$ cat src/rtl/tlb_cam_plru_pkg.sv
// Shared types for the TLB CAM: entry record and SFENCE.VMA flush kinds.
// Entry fields use maximum widths so one record type serves every parameter set.
package tlb_cam_plru_pkg;

   localparam int MAX_KEY_W  = 64;
   localparam int MAX_ASID_W = 16;
   localparam int MAX_PT_W   = 4;

   // Encoding is {UseVA, UseASID} so the request bits cast directly.
   typedef enum logic [1:0] {
      SF_ALL     = 2'b00,
      SF_ASID    = 2'b01,
      SF_VA      = 2'b10,
      SF_VA_ASID = 2'b11
   } sfence_kind_t;

   typedef struct packed {
      logic                  valid;
      logic [MAX_KEY_W-1:0]  key;
      logic [MAX_ASID_W-1:0] asid;
      logic                  g;
      logic [MAX_PT_W-1:0]   pt;
   } tlb_entry_t;

endpackage

$ cat src/rtl/tlb_cam_plru_tree.sv
// Tree pseudo-LRU over TLB_ENTRIES leaves: node bit 0 steers the victim to the
// lower half, 1 to the upper half; an access points every node on its path away.
module tlb_plru_tree #(
   parameter int TLB_ENTRIES = 8
) (
   input  logic                   clk,
   input  logic                   reset,
   input  logic [TLB_ENTRIES-1:0] access_i,
   input  logic                   update_i,
   output logic [TLB_ENTRIES-1:0] victim_o
);
   localparam int DEPTH = $clog2(TLB_ENTRIES);

   logic [TLB_ENTRIES-1:1] plru_q, plru_d;
   logic [DEPTH-1:0]       idx;

   always_comb begin
      idx = '0;
      for (int e = 0; e < TLB_ENTRIES; e++)
         if (access_i[e]) idx = idx | DEPTH'(e);
   end

   // Node (1<<l)+k covers leaves whose top l index bits equal k.
   always_comb begin
      plru_d = plru_q;
      for (int l = 0; l < DEPTH; l++)
         for (int k = 0; k < (1 << l); k++)
            if (update_i && ((int'(idx) >> (DEPTH - l)) == k))
               plru_d[(1 << l) + k] = ~idx[DEPTH-1-l];
   end

   always_comb begin
      for (int e = 0; e < TLB_ENTRIES; e++) begin
         victim_o[e] = 1'b1;
         for (int l = 0; l < DEPTH; l++)
            if (plru_q[(1 << l) + (e >> (DEPTH - l))] != 1'((e >> (DEPTH - 1 - l))))
               victim_o[e] = 1'b0;
      end
   end

   always_ff @(posedge clk) begin
      if (reset) plru_q <= '0;
      else       plru_q <= plru_d;
   end

endmodule

$ cat src/rtl/tlb_cam_plru.sv
// Fully associative TLB CAM with ASID tags, tree-PLRU replacement and SFENCE.VMA.
// Define TLB_SELECTIVE_SFENCE_EN for VA/ASID-selective flush; otherwise any sfence flushes all.
module tlb_cam_plru
   import tlb_cam_plru_pkg::*;
#(
   parameter int TLB_ENTRIES = 8,
   parameter int LEVELS      = 3,
   parameter int SEG_BITS    = 9,
   parameter int ASID_BITS   = 16,
   parameter int PT_BITS     = 3
) (
   input  logic                       clk,
   input  logic                       reset,
   input  logic [LEVELS*SEG_BITS-1:0] VPN,
   input  logic [PT_BITS-1:0]         ActiveLevels,
   input  logic [ASID_BITS-1:0]       SATP_ASID,
   input  logic                       LookupValid,
   input  logic                       WriteEn,
   input  logic                       WriteG,
   input  logic [PT_BITS-1:0]         PageTypeWriteVal,
   input  logic                       SfenceValid,
   input  logic                       SfenceUseVA,
   input  logic                       SfenceUseASID,
   input  logic [ASID_BITS-1:0]       SfenceASID,
   output logic [TLB_ENTRIES-1:0]     Matches,
   output logic                       CAMHit,
   output logic [PT_BITS-1:0]         HitPageType,
   output logic [TLB_ENTRIES-1:0]     Victim,
   output logic                       MultiHit
);
   localparam int KEY_W = LEVELS * SEG_BITS;

   tlb_entry_t [TLB_ENTRIES-1:0] entries_q, entries_d;

   logic [TLB_ENTRIES-1:0] key_hit, valid_vec, inv, plru_victim, access, flush;
   logic [MAX_KEY_W-1:0]   vpn_ext;
   logic [MAX_ASID_W-1:0]  asid_ext;
   logic                   plru_upd;

   assign vpn_ext  = MAX_KEY_W'(VPN);
   assign asid_ext = MAX_ASID_W'(SATP_ASID);

`ifdef TLB_SELECTIVE_SFENCE_EN
   logic [TLB_ENTRIES-1:0] sf_asid_hit;
   sfence_kind_t           sf_kind;
`endif

   for (genvar e = 0; e < TLB_ENTRIES; e++) begin : g_line
      logic [MAX_KEY_W-1:0] care;

      // A key bit participates only if its segment is at or above the leaf level
      // and inside the active translation depth.
      always_comb begin
         care = '0;
         for (int j = 0; j < KEY_W; j++)
            care[j] = ((j / SEG_BITS) >= int'(entries_q[e].pt)) &&
                      ((j / SEG_BITS) < int'(ActiveLevels));
      end

      assign key_hit[e]   = ((entries_q[e].key ^ vpn_ext) & care) == '0;
      assign valid_vec[e] = entries_q[e].valid;
      assign Matches[e]   = entries_q[e].valid & key_hit[e] &
                            (entries_q[e].g | (entries_q[e].asid == asid_ext));
`ifdef TLB_SELECTIVE_SFENCE_EN
      assign sf_asid_hit[e] = ~entries_q[e].g &
                              (entries_q[e].asid == MAX_ASID_W'(SfenceASID));
`endif
   end

   assign CAMHit   = |Matches & ~SfenceValid;
   assign MultiHit = |(Matches & (Matches - TLB_ENTRIES'(1)));

   always_comb begin
      HitPageType = '0;
      for (int e = 0; e < TLB_ENTRIES; e++)
         if (Matches[e]) HitPageType = HitPageType | entries_q[e].pt[PT_BITS-1:0];
   end

`ifdef TLB_SELECTIVE_SFENCE_EN
   assign sf_kind = sfence_kind_t'({SfenceUseVA, SfenceUseASID});

   always_comb begin
      flush = '0;
      if (SfenceValid) begin
         unique case (sf_kind)
            SF_ALL:     flush = '1;
            SF_VA:      flush = key_hit;
            SF_ASID:    flush = sf_asid_hit;
            SF_VA_ASID: flush = key_hit & sf_asid_hit;
         endcase
      end
   end
`else
   logic unused_sfence;
   assign unused_sfence = ^{SfenceUseVA, SfenceUseASID, SfenceASID};
   assign flush         = {TLB_ENTRIES{SfenceValid}};
`endif

   // Fill holes lowest-first; the PLRU tree only chooses once the CAM is full.
   assign inv    = ~valid_vec;
   assign Victim = |inv ? (inv & (~inv + TLB_ENTRIES'(1))) : plru_victim;

   assign access   = WriteEn ? Victim : Matches;
   assign plru_upd = WriteEn | (LookupValid & CAMHit);

   tlb_plru_tree #(.TLB_ENTRIES(TLB_ENTRIES)) u_plru (
      .clk      (clk),
      .reset    (reset),
      .access_i (access),
      .update_i (plru_upd),
      .victim_o (plru_victim)
   );

   // Flush first so a write landing in a flushed slot still ends valid.
   always_comb begin
      entries_d = entries_q;
      for (int e = 0; e < TLB_ENTRIES; e++) begin
         if (flush[e]) entries_d[e].valid = 1'b0;
         if (WriteEn && Victim[e]) begin
            entries_d[e].valid = 1'b1;
            entries_d[e].key   = vpn_ext;
            entries_d[e].asid  = asid_ext;
            entries_d[e].g     = WriteG;
            entries_d[e].pt    = MAX_PT_W'(PageTypeWriteVal);
         end
      end
   end

   always_ff @(posedge clk) begin
      if (reset) begin
         for (int e = 0; e < TLB_ENTRIES; e++) entries_q[e].valid <= 1'b0;
      end else begin
         entries_q <= entries_d;
      end
   end

endmodule
$ cat config.mk
export PLATFORM = sky130hd
export DESIGN_NAME = tlb_cam_plru
export DESIGN_NICKNAME = d
export VERILOG_FILES = /design/src/rtl/tlb_cam_plru_pkg.sv /design/src/rtl/tlb_cam_plru_tree.sv /design/src/rtl/tlb_cam_plru.sv
export SDC_FILE = /design/constraint.sdc
export NUM_CORES = 1
export LEC_CHECK = 0
export BUFFER_PORTS_ARGS = -buffer_cell sky130_fd_sc_hd__buf_2
export CAP_MARGIN = 20
export CORE_ASPECT_RATIO = 1.5
export CORE_MARGIN = 3
export CORE_UTILIZATION = 55
export CTS_CLUSTER_SIZE = 10
export DETAILED_ROUTE_END_ITERATION = 7
export HOLD_SLACK_MARGIN = 0.06
export PLACE_DENSITY = 0.76
export SLEW_MARGIN = 20
export SYNTH_ARGS = -nofsm -noshare
export SYNTH_HDL_FRONTEND = slang
export SYNTH_HIERARCHICAL = 1
export SYNTH_SLANG_ARGS = --single-unit
$ cat constraint.sdc
create_clock -name clk -period 4.6 [get_ports clk]
set_input_delay 0.46 -clock clk [delete_from_list [all_inputs] [get_ports clk]]
set_output_delay 0.46 -clock clk [all_outputs]
set_load 0.03 [all_outputs]
==> flow_summary.yaml, run 1 <==
timing:
  max_slew_margin_pct: 38.84
  tightest_slew_ns: 0.9174
  hold_viol: 0
  slew_violations: 0
  finalCriticalPeriod_ns: 4.056
  fin_skew_ns: 0.01572
  setup_viol: 0
  clock.fmax_mhz: 246.6
  finalSetupTns_ns: 0
  rsz0062_at_grt: "false"
  period_share_pct: 88.17
power_and_ir_drop:
  p_leak_nw: 6.044
  power_density_mw_per_mm2: 395.1
  ir_drop_v: 0.0002869
  power.total_w: 0.007433
die:
  dieArea_mm2: 0.03264
  io_pins: 94
  chipWidth_um: 148.5
  rows: 77
  die_h_um: 219.8
  start_util_pct: 56.29
  design.core.area_mm2: 0.02977
route:
  wirelength_mm: 34.79
  remaining_drc_errors: 0
  num_vias: 9036
  viasPerCell: 5.676
  post_drt_wl_per_cell_um: 21.85
  ant_nets: 0
  drt_iter0_markers: 712
  dr.pass1.iters: 5
finish:
  design_area_mm2: 0.01881
  fin_cells: 1592
  fin_util_pct: 63.19
  nets: 1249
  drive_gt1_share_pct: 14.80
  area_growth_pct: 12.25
cts:
  htree_levels: 2
  clk_latency_ns: 0.55
  clk_pin_slew_ns: 0.05
  ctsHoldBuffers: 0
  cts_sinks: 391
  cts_root_buf: "clkbuf_16"
  cts_buffer_depth: 3
  cts_resized: 0
  cts_setup_buffers: 0
  tritoncts: "yes"
  cts_made_buffers: 45
grt:
  grt_start_max_net_pins: 39
  grt.total_usage_pct: 21.52
  grt_pass1_wl_mm: 53.16
  overflow: 0
  first_global_vias: 9007
  grt_antenna_before_repair: 3
placement:
  port_buffers: 75
  dp.cells: 1524
  hpwl_mm: 22.89
  gp_congestion: 0.9189
  placed_cell_area_mm2: 0.01757
critical_path:
  rr_startpoint: "entries_q[20]$_DFFE_PP_"
  critPathLaunchType: "flop"
  critPathRequiredTime_ns: 4.14
  cp_max_fo: 5
  path_class: "flop to output port"
  reg2reg_to: "u_plru/plru_q[7]$_SDFFE_PP0P_"
  worst_setup_path_end_kind: "output port"
  cp.arrival_ns: 3.60
  r2r_cells: 12
  r2r_slack_ns: 1.28
min_path:
  hp-start: "VPN[12]"
  whs_endpoint: "entries_q[377]$_DFFE_PP_"
  min_path_cells: 1
  min_path_type: "primary input to flop"
outcome:
  status: "completed"
yosys:
  syn_nets: 1142
  syn_inst: 1069
  synth.cell_area_mm2: 0.01676
  ys_warn_count: 6
  syn_area_per_cell_um2: 15.68
job:
  maxCapViolations: 0
per-stage QoR:
stage                     hold slack (ns)  setup WS (ns)
after floorplan                    0.4536         0.3720
after global placement             0.4710         0.8206
after detailed placement           0.4876         0.8260
after CTS                          0.1562         0.6798
after global routing               0.1734         0.4439
final                              0.1782         0.5441
registers in the layout, indices dropped and copies added (netlist names):
register / flops
entries_q: 384
u_plru/plru_q: 7
area by class of cell:
| type | count | area (um^2) |
|---|---|---|
| timing repair buffer | 106 | 608.1 |
| fill | 2114 | 10960 |
| multi-input combinational | 618 | 4820 |
| sequential | 391 | 11590 |
| antenna | 1 | 2.502 |
| inverter | 14 | 52.55 |
| clock inverter | 4 | 50.05 |
| clock buffer | 63 | 1194 |
| tap | 395 | 494.2 |
critical path, cell delays in order (launching register included):
cell and delay, ns:
edfxtp_1 0.37, xor2_1 0.16, nor4_1 0.29, buf_4 0.19, a41oi_1 0.20, a211oi_1 0.47
a21boi_2 0.36, or4_4 0.19, a2111oi_0 0.06, o31ai_1 0.48, buf_2 0.29
placed cells by master, fill, tap and decap left out, drive strengths merged, types with 5 or more instances in the layout:
cell	instances
nand4	41
nor3	12
or4	7
a21oi	13
nand3	19
a22oi	5
buf	106
inv	16
o21ai	14
edfxtp	376
nand2	26
xnor2	215
clkbuf	63
a211oi	7
xor2	129
nor4	45
nor2	13
nor2b	5
dfxtp	15
worst max-delay path by stage:
stage / start / endpoint / slack, ns / depth (start not counted)
finish: entries_q[20]$_DFFE_PP_ / MultiHit / 0.54 / 10
global route: entries_q[20]$_DFFE_PP_ / MultiHit / 0.44 / 10
CTS: entries_q[13]$_DFFE_PP_ / MultiHit / 0.68 / 9
detailed placement: SATP_ASID[3] / MultiHit / 0.83 / 10
global placement: SATP_ASID[3] / MultiHit / 0.82 / 10
floorplan: entries_q[85]$_SDFFE_PP0P_ / entries_q[172]$_DFFE_PP_ / 0.37 / 7
routing by layer:
metal | share of wire [%] | vias to the layer above | GRT usage [%]
li1 | - | 4169 | -
met1 | 40 | 4516 | 27.26
met2 | 51 | 281 | 37.11
met3 | 5.5 | 70 | 3.621
met4 | 3.8 | 0 | 8.444
met5 | 0 | - | 0
where the power goes:
group	switching, W	leakage, nW	internal, W
clock	0.00129	0.599	0.00179
combinational	0.000254	1.93	0.000144
sequential	0.0000177	3.52	0.00394
total	0.00156	6.04	0.00587
(Power assumes the default switching activity.)
==> run 2: changes to the inputs <==
Settings changed: REMOVE_ABC_BUFFERS from default to 1.
==> flow_summary.yaml, run 2 (synthesized netlist as in run 1, its figures left out) <==
die:
  start_util_pct: 56.29
  design.core.area_mm2: 0.02977
  chipWidth_um: 148.5
  dieArea_mm2: 0.03264
  io_pins: 94
  rows: 77
  die_h_um: 219.8
power_and_ir_drop:
  ir_drop_v: 0.0004002
  power_density_mw_per_mm2: 398.5
  power.total_w: 0.007491
  p_leak_nw: 6.028
finish:
  drive_gt1_share_pct: 14.43
  fill_cells: 2134
  layout_commonest_cell: "edfxtp_1"
  area_growth_pct: 12.15
  largest_reg_flops: 384
  layout_common_cells: "edfxtp_1, xnor2_1, xor2_1"
  top_regs: "entries_q: 384 flops, u_plru/plru_q: 7 flops"
  nets: 1243
  fin_util_pct: 63.14
  top_register: "entries_q"
  design_area_mm2: 0.01880
critical_path:
  r2r_slack_ns: 1.42
  cp.arrival_ns: 3.36
  rr_startpoint: "entries_q[19]$_DFFE_PP_"
  critPathRequiredTime_ns: 4.14
  crit_chain: "xor2_1, nor4_1, a41oi_1, a211oi_1, a21boi_2, or4_4, a2111oi_0, o31ai_1, buf_2"
  critPathMaxStageDelay_ns: 0.48
  path_class: "flop to output port"
  cp_max_fo: 5
  worst_setup_path_end_kind: "output port"
  crit_slowest_cell: "nor4_1"
  reg2reg_to: "u_plru/plru_q[5]$_SDFFE_PP0P_"
  critPathLaunchType: "flop"
  r2r_cells: 11
route:
  ant_nets: 0
  num_vias: 9044
  post_drt_wl_per_cell_um: 21.40
  wirelength_mm: 34.00
  dr.pass1.iters: 6
  viasPerCell: 5.692
  drt_iter0_markers: 652
  remaining_drc_errors: 0
timing:
  finalSetupTns_ns: 0
  finalCriticalPeriod_ns: 3.821
  max_slew_margin_pct: 34.93
  fin_skew_ns: 0.02354
  slew_violations: 0
  tightest_slew_ns: 0.9687
  clock.fmax_mhz: 261.7
  rsz0062_at_grt: "false"
  period_share_pct: 83.06
  whs_ns: 0.2140
  setup_viol: 0
  hold_viol: 0
job:
  maxCapViolations: 0
cts:
  cts_buffer_depth: 3
  cts_made_buffers: 45
  cts_root_buf: "clkbuf_16"
  ctsHoldBuffers: 0
  cts_resized: 0
  htree_levels: 2
  clk_latency_ns: 0.54
  clk_pin_slew_ns: 0.06
  tritoncts: "yes"
  cts_setup_buffers: 0
  cts_sinks: 391
grt:
  grt.total_usage_pct: 21.10
  overflow: 0
  first_global_vias: 9182
  grt_start_max_net_pins: 49
  grt_pass1_wl_mm: 52.67
  grt_antenna_before_repair: 4
min_path:
  hp-start: "PageTypeWriteVal[0]"
  whs_endpoint: "entries_q[602]$_DFFE_PP_"
  min_path_cells: 1
  min_path_type: "primary input to flop"
placement:
  placed_cell_area_mm2: 0.01752
  hpwl_mm: 21.55
  port_buffers: 75
  gp_congestion: 0.9482
outcome:
  status: "completed"
## run 2: cell count changes in the layout (fill, tap and decap cells not counted), sizes merged
cell,before,now
buf,106,100
clkbuf,63,66
diode,1,2
inv,16,15
## run 2: how the worst max path moves through the flow
stage,slack (ns),end,from,cells after the start
global placement,0.90,MultiHit,SATP_ASID[6],11
global route,0.53,MultiHit,entries_q[19]$_DFFE_PP_,9
detailed placement,0.88,MultiHit,SATP_ASID[6],11
finish,0.78,MultiHit,entries_q[19]$_DFFE_PP_,9
CTS,0.72,MultiHit,entries_q[19]$_DFFE_PP_,9
floorplan,0.37,entries_q[172]$_DFFE_PP_,entries_q[85]$_SDFFE_PP0P_,7
## run 2: report_power, final
| part | switching, W | internal [W] | leakage, nW |
|---|---|---|---|
| clock network | 0.00128 | 0.00185 | 0.614 |
| registers | 0.0000183 | 0.00394 | 3.52 |
| logic | 0.000252 | 0.000142 | 1.89 |
| total | 0.00156 | 0.00594 | 6.03 |
## run 2: stage by stage
stage,std cells,setup slack (ns)
floorplan,1023,0.3720
global placement,1518,0.9043
detailed placement,1518,0.8758
CTS,1587,0.7235
global route,1587,0.5305
finish,1589,0.7793
## run 2: final cells by class
type | instances | area (um^2) | share of cell area, %
Timing Repair Buffer | 100 | 563.0 | 2.996
Sequential cell | 391 | 11590 | 61.67
Inverter | 14 | 52.55 | 0.2796
Antenna cell | 2 | 5.005 | 0.02663
Tap cell | 395 | 494.2 | 2.629
Multi-Input combinational cell | 618 | 4820 | 25.64
Clock buffer | 66 | 1247 | 6.637
Clock inverter | 3 | 22.52 | 0.1198
## run 2: layer usage
layer	routed length [um]	part of all wire, %	vias to the layer above	GRT usage, %
met4	1269	3.7	4	8.290
met5	25	0.074	-	0
met1	13390	39	4503	26.54
li1	-	-	4158	-
met3	1740	5.1	84	3.353
met2	17580	52	295	36.73
## run 2: worst max-delay path: cells and delay by family (launching register included)
family	cells	cell delay [ns]
simple gates	2	0.70
buf+inv	1	0.24
compound gates	5	1.33
xor+xnor	1	0.16
flops	1	0.40
==> run 3: changes to the inputs <==
Settings changed: ABC_AREA from default to 1, PLACE_DENSITY 0.76 to 0.79.
Clock period 4.6 ns to 3.2 ns, I/O delays scaled along.
==> flow_summary.yaml, run 3 <==
grt:
  overflow: 0
  grt_start_max_net_pins: 35
  first_global_vias: 11180
  grt.busiest_layer: "met2"
  grt.total_usage_pct: 20.99
  grt.met3_usage_pct: 3.523
  grt_pass1_wl_mm: 58.49
  grt_antenna_before_repair: 0
  grtUsageMet2_pct: 36.03
  grtUsageMet1_pct: 25.93
critical_path:
  crit_slowest_cell: "nor3_1"
  cpMostUsedCell: "nand2_1"
  path_class: "flop to output port"
  cp_num_buf_inv: 1
  cp_max_fo: 5
  crit_chain: "xor2_1, nor3_1, nand2_1, a21boi_0, nand3_2, nand2_1, nor2_1, a21oi_1, buf_2"
  worst_setup_path_end_kind: "output port"
  cp.arrival_ns: 2.69
  critPathLaunchType: "flop"
  critPathMaxStageDelay_ns: 0.39
  critPathRequiredTime_ns: 2.88
  path_delay_family: "simple AND/OR/NAND/NOR gates"
timing:
  fin_skew_ns: 0.01043
  finalCriticalPeriod_ns: 3.009
  setup_viol: 0
  hold_viol: 0
  finalSetupTns_ns: 0
  whs_ns: 0.08380
  clock.fmax_mhz: 332.4
  max_slew_margin_pct: 60.02
  tightest_slew_ns: 0.5946
  rsz0062_at_grt: "false"
  period_share_pct: 94.02
  slew_violations: 0
placement:
  port_buffers: 75
  placed_cell_area_mm2: 0.01885
  hpwl_mm: 24.72
  gp_congestion: 0.8932
die:
  die_h_um: 228.4
  dieArea_mm2: 0.03523
  design.core.area_mm2: 0.03213
  rows: 80
  start_util_pct: 56.44
  chipWidth_um: 154.3
  io_pins: 94
cts:
  cts_root_buf: "clkbuf_16"
  cts_setup_buffers: 0
  cts_sinks: 391
  cts_resized: 0
  ctsHoldBuffers: 1
  cts_buffer_depth: 3
  clk_pin_slew_ns: 0.05
  htree_levels: 2
  cts_made_buffers: 45
  clk_latency_ns: 0.54
  tritoncts: "yes"
yosys:
  ys_warn_count: 6
  syn_area_per_cell_um2: 11.11
  syn_inst: 1632
  synth.cell_area_mm2: 0.01814
finish:
  multi_input_area_mm2: 0.005649
  nets: 1800
  fill_cells: 2377
  top_regs: "entries_q: 384 flops, u_plru/plru_q: 7 flops"
  fin_util_pct: 62.66
  top_register: "entries_q"
  largest_reg_flops: 384
  drive_gt1_share_pct: 11.51
  layout_commonest_cell: "nand2_1"
  seq_area_mm2: 0.01159
  design_area_mm2: 0.02013
  layout_common_cells: "nand2_1, edfxtp_1, xnor2_1"
  n_antenna_cell: 0
  area_growth_pct: 11.00
route:
  wirelength_mm: 37.14
  viasPerCell: 5.164
  dr.pass1.iters: 5
  ant_nets: 0
  post_drt_wl_per_cell_um: 17.23
  drt_iter0_markers: 695
  remaining_drc_errors: 0
  num_vias: 11130
outcome:
  status: "completed"
power_and_ir_drop:
  ir_drop_v: 0.0005073
  power.total_w: 0.01078
  power_density_mw_per_mm2: 535.4
  p_leak_nw: 7.637
job:
  maxCapViolations: 0
min_path:
  min_path_type: "primary input to flop"
==> run 3: final timing paths <==
| kind | from | endpoint | slack (ns) | cells past startpoint |
|---|---|---|---|---|
| min | PageTypeWriteVal[1] | entries_q[345]$_DFFE_PP_ | 0.08 | 1 |
| min reg2reg | entries_q[515]$_SDFFE_PP0P_ | entries_q[515]$_SDFFE_PP0P_ | 0.50 | 2 |
| max reg2reg | entries_q[85]$_SDFFE_PP0P_ | entries_q[204]$_DFFE_PP_ | 0.57 | 11 |
| max | entries_q[378]$_DFFE_PP_ | CAMHit | 0.19 | 9 |
==> run 3: worst register-to-register path, stage by stage (launching register included) <==
cell	delay, ns
dfxtp_1	0.42
nand2_1	0.10
nor2_1	0.15
nand3_1	0.14
nor2_1	0.16
nand3_1	0.08
inv_1	0.17
nand2_1	0.09
o21ai_0	0.11
nand2_1	0.16
nor2_4	0.38
buf_4	0.33
==> run 3: cell type report <==
class | instances | area share [%]
clock buffer | 64 | 6.209
clock inverter | 2 | 0.08701
inverter | 148 | 2.772
multi-input combinational | 1046 | 28.06
sequential | 391 | 57.58
tap | 410 | 2.548
timing repair buffer | 95 | 2.747
==> run 3: layer usage <==
metal / vias up / wire (um) / part of all wire, %
met3: 67 / 2036 / 5.5
li1: 5481 / - / -
met2: 292 / 18690 / 50
met1: 5293 / 14780 / 40
met4: 0 / 1637 / 4.4
met5: - / 0 / 0
==> run 3: metrics by stage <==
step	setup WS, ns	std cells
6_report	0.1913	2156
5_1_grt	0.06343	2156
4_1_cts	0.2070	2156
3_5_place_dp	0.4481	2089
3_3_place_gp	0.5142	2089
2_1_floorplan	-0.8892	1585
==> run 3: power breakdown <==
part / switching (W) / internal [W]
Clock: 0.00181 / 0.00267
Sequential: 0.0000230 / 0.00566
Combinational: 0.000404 / 0.000208
